File: src/rtl/nrisc_mem_initiator.sv
// Load/store initiator for the 8-bit nRisc data memory bank: one access in flight,
// registered strobes, variable-latency ack. Define NRISC_MEM_TIMEOUT_EN to abort stalled accesses.
module nrisc_mem_initiator #(
  parameter int ADDR_W         = 8,
  parameter int DATA_W         = 8,
  parameter int TIMEOUT_CYCLES = 15
) (
  input  logic              clock,
  input  logic              reset_n,
  input  logic              req_valid,
  input  logic              req_write,
  input  logic [ADDR_W-1:0] req_addr,
  input  logic [DATA_W-1:0] req_wdata,
  output logic              req_ready,
  output logic              rsp_valid,
  output logic              rsp_err,
  output logic [DATA_W-1:0] rsp_rdata,
  output logic              mem_read,
  output logic              mem_write,
  output logic [ADDR_W-1:0] mem_addr,
  output logic [DATA_W-1:0] mem_wdata,
  input  logic [DATA_W-1:0] mem_rdata,
  input  logic              mem_ack
);

  typedef enum logic [1:0] {S_IDLE, S_ACCESS, S_DONE} state_t;

  state_t r_state, w_state_nxt;
  logic   r_write;
  logic   w_timeout;
  logic   w_finish;

  if (TIMEOUT_CYCLES < 1 || TIMEOUT_CYCLES > 255) begin : g_bad_timeout
    $error("TIMEOUT_CYCLES must be in 1..255");
  end

`ifdef NRISC_MEM_TIMEOUT_EN
  logic [7:0] r_cnt;

  // Limit is hit on the edge that would make the count reach TIMEOUT_CYCLES; ack on that edge wins.
  assign w_timeout = (r_state == S_ACCESS) && !mem_ack && (r_cnt == 8'(TIMEOUT_CYCLES - 1));

  always_ff @(posedge clock or negedge reset_n) begin
    if (!reset_n)                                r_cnt <= '0;
    else if (r_state == S_IDLE)                  r_cnt <= '0;
    else if (r_state == S_ACCESS && !w_finish)   r_cnt <= r_cnt + 8'd1;
  end
`else
  assign w_timeout = 1'b0;
`endif

  assign w_finish  = (r_state == S_ACCESS) && (mem_ack || w_timeout);
  assign req_ready = (r_state == S_IDLE);

  always_ff @(posedge clock or negedge reset_n) begin
    if (!reset_n) r_state <= S_IDLE;
    else          r_state <= w_state_nxt;
  end

  always_comb begin
    w_state_nxt = r_state;
    case (r_state)
      S_IDLE:   if (req_valid) w_state_nxt = S_ACCESS;
      S_ACCESS: if (w_finish)  w_state_nxt = S_DONE;
      S_DONE:   w_state_nxt = S_IDLE;
      default:  w_state_nxt = S_IDLE;
    endcase
  end

  always_ff @(posedge clock or negedge reset_n) begin
    if (!reset_n) begin
      r_write   <= 1'b0;
      mem_read  <= 1'b0;
      mem_write <= 1'b0;
      mem_addr  <= '0;
      mem_wdata <= '0;
      rsp_valid <= 1'b0;
      rsp_err   <= 1'b0;
      rsp_rdata <= '0;
    end else begin
      rsp_valid <= 1'b0;
      rsp_err   <= 1'b0;
      case (r_state)
        S_IDLE: if (req_valid) begin
          r_write   <= req_write;
          mem_addr  <= req_addr;
          mem_wdata <= req_wdata;
          mem_write <= req_write;
          mem_read  <= !req_write;
        end
        S_ACCESS: if (w_finish) begin
          mem_read  <= 1'b0;
          mem_write <= 1'b0;
          rsp_valid <= 1'b1;
          rsp_err   <= w_timeout;
          // Stores leave rsp_rdata untouched; a timed-out load returns zero.
          if (!r_write) rsp_rdata <= mem_ack ? mem_rdata : '0;
        end
        default: ;
      endcase
    end
  end

endmodule

File: config.mk
export PLATFORM = sky130hd
export DESIGN_NAME = nrisc_mem_initiator
export DESIGN_NICKNAME = d
export VERILOG_FILES = /design/src/rtl/nrisc_mem_initiator.sv
export SDC_FILE = /design/constraint.sdc
export NUM_CORES = 1
export LEC_CHECK = 0
export ABC_AREA = 0
export BUFFER_PORTS_ARGS = -buffer_cell sky130_fd_sc_hd__buf_2
export CAP_MARGIN = 20
export CORE_ASPECT_RATIO = 1.2
export CORE_MARGIN = 2
export CORE_UTILIZATION = 44
export DETAILED_ROUTE_END_ITERATION = 8
export PLACE_DENSITY = 0.75
export SLEW_MARGIN = 20
export SYNTH_ARGS = -nofsm -noshare
export SYNTH_HDL_FRONTEND = slang
export SYNTH_SLANG_ARGS = --single-unit
File: constraint.sdc
create_clock -name clock -period 1.9 [get_ports clock]
set_clock_uncertainty 0.1 [all_clocks]
set_input_delay 0.38 -clock clock [delete_from_list [all_inputs] [get_ports clock]]
set_output_delay 0.38 -clock clock [all_outputs]
set_load 0.03 [all_outputs]
# --- Yosys cells after proc, flatten, opt, wreduce, memory -nomap -nowiden ---
# Index checks and enable logic that the tools add are counted.
totals:
  ff_bits: 30
  mem_bits_rw: 0
  mem_bits_ro: 0
  word_cells: 31
  mem_count: 0
  latchBits: 0
classes:
  add_sub_neg: 0
  n_reduce_logical: 8
  magnitude_cmp: 0
  mul: 0
  muxes: 11
  div_mod_pow: 0
  n_bitwise: 1
  shifts: 0
  n_eq_ne: 3
op_table:
  columns: ["op", "count"]
  rows:
  - ["$mux W8", 1]
  - ["$reduce_and A3 Y1", 2]
  - ["$mux W1", 5]
  - ["$mux W2", 2]
  - ["$ne A2 B2 Y1 const B", 2]
  - ["$pmux W1 S2", 2]
  - ["$pmux W2 S2", 1]
  - ["$reduce_and A2 Y1", 2]
  - ["$eq A2 B1 Y1 const B", 1]
  - ["$logic_not A2 Y1", 1]
  - ["$reduce_bool A2 Y1", 1]
  - ["$logic_and A1 B1 Y1", 1]
  - ["$logic_not A1 Y1", 1]
  - ["$not A1 Y1", 1]

# --- Longest topological paths before layout ---
# Gate-level depths: netlist of the first run.
logic_depth:
  word_depth: 4
  mapped_depth: 5

# --- Worst setup path after synthesis of the first run ---
# OpenSTA, ideal clock, no wires.
synth_timing:
  path_kind: "flip-flop to flip-flop"
  from: "register r_state[1]"
  to: "register mem_addr[5]"
  stages_incl_launch_ff: 6
  period_less_slack_ns: 1.585
  arrival_ns: 1.360
  slack_ns: 0.315
  t_required_ns: 1.675
  path_cell_list: "dfrtp_1 buf_2 nand2b_1 nor2_4 buf_6 mux2_2"
synth_between:
  elab_chain_len: 2
synth_lines:
  columns: ["element", "line_no", "text"]
  rows:
  - ["start: declaration", "28", "state_t r_state, w_state_nxt;"]
  - ["start signal: assignment", "57", "else r_state <= w_state_nxt;"]
  - ["$logic_not A2 Y1", "83", "case (r_state)"]
  - ["$reduce_and A2 Y1 (no source line)", null, null]
  - ["end signal: assignment", "86", "mem_addr <= req_addr;"]
  - ["end: declaration", "20", "output logic [ADDR_W-1:0] mem_addr,"]
# Every way passes these cells.
# A chain may end at the register's enable or synchronous reset.

# --- Worst setup path after layout of the first run ---
layout_timing:
  from: "register r_state[1]"
  to: "register mem_wdata[3]"
layout_between:
  elab_chain_len: 2
layout_lines:
  columns: ["element", "line_no", "text"]
  rows:
  - ["$logic_not A2 Y1", "83", null]
  - ["$reduce_and A2 Y1 (no source line)", null, null]
  - ["end signal: assignment", "87", "mem_wdata <= req_wdata;"]
  - ["end: declaration", "21", "output logic [DATA_W-1:0] mem_wdata,"]
# Every way passes these cells.

==> results of run 1 <==
## metal layers
metal,global-route usage [%],vias to the layer above,wire (um)
met2,26.53,31,1120
met4,9.653,0,41
met5,0,-,0
met3,7.635,5,146
li1,-,385,-
met1,16.72,390,817
## state kept, by name, summed over array words and instances (netlist names)
signal and cells:
rsp_valid 1, r_write 1, rsp_rdata 8, mem_wdata 8
mem_addr 8, mem_write 1, mem_read 1, r_state 2
## through the flow
step                      area [sq um]  util, %  power [mW]
final                             1558    61.63       2.574
after global placement            1488    58.86       2.194
after CTS                         1558    61.63       2.617
after global routing              1558    61.63       2.726
after floorplan                   1170        -       1.862
after detailed placement          1488    58.86       2.226
## what timing repair did
item                                   4_1_cts  5_1_grt
endpoints found under the hold margin       24        0
buffers inserted                             0        0
hold buffers                                 1        0
## power breakdown
part | switching [mW] | leakage (nW) | total, mW | internal, mW
combinational | 0.731 | 0.371 | 1.16 | 0.430
clock | 0.201 | 0.0353 | 0.380 | 0.179
sequential | 0.141 | 0.358 | 1.03 | 0.892
## cell usage in the layout, fill, tap and decap left out
cell type | synthesis | routed
buf_2 | 1 | 56
dfrtp_1 | 30 | 30
mux2_2 | 25 | 25
clkbuf_4 | 0 | 5
nor2_1 | 4 | 4
nand2_1 | 2 | 2
nor2b_1 | 2 | 2
nand2b_1 | 1 | 1
nor2_4 | 1 | 1
o21ai_0 | 1 | 1
o311ai_0 | 1 | 1
o21a_1 | 1 | 1
a221o_1 | 1 | 1
nor3_4 | 1 | 1
o21ba_2 | 1 | 1
conb_1 | 1 | 1
clkbuf_1 | 0 | 1
clkinv_2 | 0 | 1
clkbuf_8 | 0 | 1
dlygate4sd3_1 | 0 | 1
buf_12 | 0 | 1
## cells by family (layout without fill, tap and decap cells)
| logic type | after synthesis | in the layout | share of synthesized area [%] |
|---|---|---|---|
| compound gates | 5 | 5 | 3.529 |
| buf+inv | 3 | 66 | 2.032 |
| flops | 30 | 30 | 64.17 |
| mux | 25 | 25 | 24.06 |
| other cells | 1 | 1 | 0.3205 |
| simple gates | 11 | 11 | 5.883 |
## final cells by class
| type | count | area (sq um) | share of cell area [%] |
|---|---|---|---|
| clock inverters | 1 | 5.005 | 0.3213 |
| multi-input cells | 42 | 395.4 | 25.38 |
| well taps | 33 | 41.29 | 2.651 |
| clock buffers | 7 | 55.05 | 3.534 |
| flip-flops and latches | 30 | 750.7 | 48.19 |
| repair buffers | 58 | 310.3 | 19.92 |
## path summary, 6_finish.rpt
check	end	slack, ns	cells past startpoint
max	mem_wdata[3]	0.24	4
min	mem_wdata[0]	0.18	2
max reg2reg	mem_wdata[3]	0.24	4
min reg2reg	mem_wdata[0]	0.41	1
max in group asynchronous	mem_wdata[4]	0.77	2
min in group asynchronous	mem_wdata[6]	0.51	2
==> results_dict.tcl, run 1 <==
set metrics [dict create \
    cp_top_family "flip-flops" \
    wire_per_inst_um 12.43 \
    ir_worst_vdd_v 0.0008809 \
    via_per_inst 4.743 \
    ctsResizeCount 0 \
    r2r_start "r_state[1]" \
    synthCells 75 \
    syn-num-nets 104 \
    synth_edf_count 0 \
    antenna_found_initial 0 \
    first_global_vias 763 \
    grt_usage_pct 16.06 \
    synthFlopType "dfrtp_1" \
    worstSetupStartpoint "r_state[1]" \
    nFillCells 219 \
    dp_worst_setup_slack_ns 0.2535 \
    place_inst 162 \
    io_pins 58 \
    overflow 0 \
    p_leak_nw 0.7639 \
    period_needed_ns 1.661 \
    worst-path-max-fanout 12 \
    synth.yosys.warnings 0 \
    syn_area_per_cell_sq_um 15.60 \
    fin_ws_ns 0.2393 \
    status "completed" \
    slowest_stage "dfrtp_1" \
    end_kind "register" \
    area.growth.synth_to_final_pct 33.15 \
    slew_viol_final 0 \
    start_util_pct 46.29 \
    clock_path_buffers 2 \
    async_flop_share_pct 100.0 \
    dieWidth_um 51.07 \
    routed-via-count 811 \
    wirelength_um 2125 \
    coreArea_sq_mm 0.002527 \
    n_antenna_cell 0 \
    setup_viol 0 \
    fp.dieArea_sq_mm 0.003089 \
    final_cells 171 \
    synth.most_common_cell "dfrtp_1" \
    critical_path.startpoint_type "register" \
    portBuffers 56 \
    hold_path.class "primary input to register" \
    postRouteAntennaNets 0 \
    nets 166 \
    ys_seq_area_share_pct 64.17 \
    cts_tree "done" \
    rows 20 \
    rsz0062_at_grt "no" \
    relSlewSlack_pct 57.28 \
    netlist_top_cells_area "dfrtp_1 (64%), mux2_2 (24%), nor3_4 (1.4%)" \
    grt_start_max_net_pins 31 \
    worst_pin_slew_ns 0.6409 \
    cts.reportedPaths.clkPinSlew_ns 0.09 \
    cts.sinks 30 \
    worst_ep_arrival_time_ns 1.76 \
    gp_congestion 0.7337 \
    synth_top_area_cell "dfrtp_1" \
    drive_above_1_share_pct 66.67 \
    drv_cap 0 \
    hold_path.startpoint "req_wdata[0]" \
    worstSetupPathType "register to register" \
    drtIter0Drc 7 \
    cts_made_buffers 5 \
    clk_latency_ns 0.32 \
    tns_ns 0 \
    cp_num_buf_inv 1 \
    hold_viol_final 0 \
    cellPowerDensity_mw_per_mm2 1652 \
    htree_levels 2 \
    dp_hpwl_um 1634 \
    die-height_um 60.49 \
    first_pass_iters 4 \
    hold_slack_ns 0.1849 \
    grt_pass1_wl_um 3422 \
    crit_chain "nand2b_1, nor2_4, buf_12, mux2_2" \
    synth_seq_cells 30 \
    synth.top_cells.by_count "dfrtp_1 (30), mux2_2 (25), nor2_1 (4)" \
    fmaxAchievable_mhz 602.1 \
    worstPathRequired_ns 2.00 \
    synth_top_area_share_pct 64.17 \
    cp_slowest_stage_delay_ns 0.48 \
    synth_cell_types 17 \
    cts_root_buffer "clkbuf_4" \
    syn-cell-area_sq_mm 0.001170 \
    min_period_over_period_pct 87.41 \
    drc_errors 0 \
]
Note: power is estimated with default switching activity, not from simulation.
==> inputs of run 2 (changes only) <==
CORE_UTILIZATION = 30   (was 44)
CTS_CLUSTER_DIAMETER = 100   (was not set)
PLACE_DENSITY = 0.54   (was 0.75)
==> run 2 against run 1 <==
Power rose by 8.0%. First-iteration DRC count rose by 130%. Highest routed layer unchanged. Worst setup slack improved by 0.085 ns. Sequential share of layout area fell by 1.8 points. Design area rose by 3.8%. Fmax rose by 5.4%. Count of clock-buffer cells in the layout rose by 1. Global-route usage fell by 4.1 points. Clock power rose by 54%. Critical path type unchanged. Via count rose by 0.99%. Sequential cell count did not move.
==> results_dict.tcl, run 2 (same netlist as run 1, synthesis figures left out) <==
set metrics [dict create \
    rows 24 \
    grt_start_max_net_pins 31 \
    reg.largest.list "mem_addr: 8 flops, mem_wdata: 8 flops, rsp_rdata: 8 flops" \
    routed-via-count 819 \
    cts_root_buffer "clkbuf_8" \
    clock_path_buffers 2 \
    worstReg2RegEnd "rsp_rdata[5]" \
    wire_per_inst_um 12.06 \
    nFillCells 368 \
    worst_pin_slew_ns 0.6446 \
    fmaxAchievable_mhz 634.7 \
    final_cell_mix "buf_2 (56), dfrtp_1 (30), mux2_2 (25)" \
    start_util_pct 31.67 \
    nets 166 \
    end_kind "register" \
    cellPowerDensity_mw_per_mm2 1719 \
    drive_above_1_share_pct 68.12 \
    r2r_start "r_state[0]" \
    hold_path.class "primary input to async pin" \
    r2r_slack_ns 0.32 \
    period_needed_ns 1.576 \
    drc_errors 0 \
    cts.reportedPaths.clkPinSlew_ns 0.06 \
    hold_slack_ns 0.02159 \
    drtIter0Drc 16 \
    hold_viol_final 0 \
    status "completed" \
    dieWidth_um 61.01 \
    die-height_um 72.41 \
    portBuffers 56 \
    met3_usage_pct 5.882 \
    p_leak_nw 0.7834 \
    n_antenna_cell 0 \
    clk_latency_ns 0.27 \
    critical_path.startpoint_type "register" \
    rr_worst_depth 3 \
    grt_usage_pct 11.96 \
    overflow 0 \
    first_global_vias 828 \
    slew_viol_final 0 \
    grt_use_met2_pct 19.24 \
    area.growth.synth_to_final_pct 38.18 \
    cts_setup_buffers 0 \
    antenna_found_initial 0 \
    worst-path-max-fanout 8 \
    worstPathRequired_ns 1.96 \
    wirelength_um 2292 \
    min_period_over_period_pct 82.92 \
    cts.sinks 30 \
    grt_pass1_wl_um 3739 \
    cts_tree "done" \
    io_pins 58 \
    via_per_inst 4.311 \
    fp.dieArea_sq_mm 0.004417 \
    first_pass_iters 4 \
    worstSetupPathType "register to register" \
    htree_levels 2 \
    busiest_layer "met2" \
    relSlewSlack_pct 57.03 \
    coreArea_sq_mm 0.003694 \
    final_common_cell "buf_2" \
    dp_hpwl_um 1753 \
    setup_viol 0 \
    gp_congestion 0.8386 \
    tns_ns 0 \
    rsz0062_at_grt "no" \
    worst_ep_arrival_time_ns 1.64 \
    ctsResizeCount 0 \
    cts_hold_buf 0 \
    grtUsageMet1_pct 12.51 \
    cts_made_buffers 5 \
    ir_worst_vdd_v 0.0006682 \
    postRouteAntennaNets 0 \
    drv_cap 0 \
]
==> run 2: cell type report <==
type                       count  area, sq um  area share, %
timing repair buffer          58        295.3          18.27
sequential                    30        750.7          46.44
clock buffer                   8        110.1          6.811
multi-input combinational     42        395.4          24.46
tap                           52        65.06          4.025
==> run 2: stage by stage <==
stage               cell area [sq um]  cells  setup WS [ns]  utilization [%]  total power [mW]
floorplan                        1170     75         0.3149                -             1.862
global placement                 1506    182         0.3492            40.79             2.197
detailed placement               1506    182         0.3124            40.79             2.222
CTS                              1617    190         0.3038            43.77             2.824
global route                     1617    190         0.2303            43.77             2.956
finish                           1617    190         0.3245            43.77             2.780
==> run 2: worst max-delay path by stage <==
stage | start | to | slack (ns) | depth (start not counted)
global route | r_state[0] | rsp_rdata[2] | 0.23 | 3
CTS | r_state[0] | rsp_rdata[5] | 0.30 | 3
detailed placement | r_state[0] | rsp_rdata[5] | 0.31 | 3
global placement | r_state[1] | mem_wdata[1] | 0.35 | 4
finish | r_state[0] | rsp_rdata[5] | 0.32 | 3
floorplan | r_state[1] | mem_addr[5] | 0.31 | 5
==> run 2: power by group <==
group          switching, mW  total [mW]  internal, mW
registers              0.142        1.04         0.895
clock network          0.221       0.586         0.365
logic                  0.733        1.16         0.423
total                   1.10        2.78          1.68
==> run 2: metal layers <==
| layer | routed length [um] | vias to the layer above |
|---|---|---|
| met3 | 138 | 6 |
| met2 | 1243 | 26 |
| met1 | 860 | 405 |
| met5 | 0 | - |
| met4 | 49 | 0 |
| li1 | - | 382 |
==> run 2: worst max-delay path, stage by stage (launching register included) <==
cell	delay (ns)
dfrtp_1	0.47
nand2_1	0.16
nor3_4	0.35
mux2_2	0.39
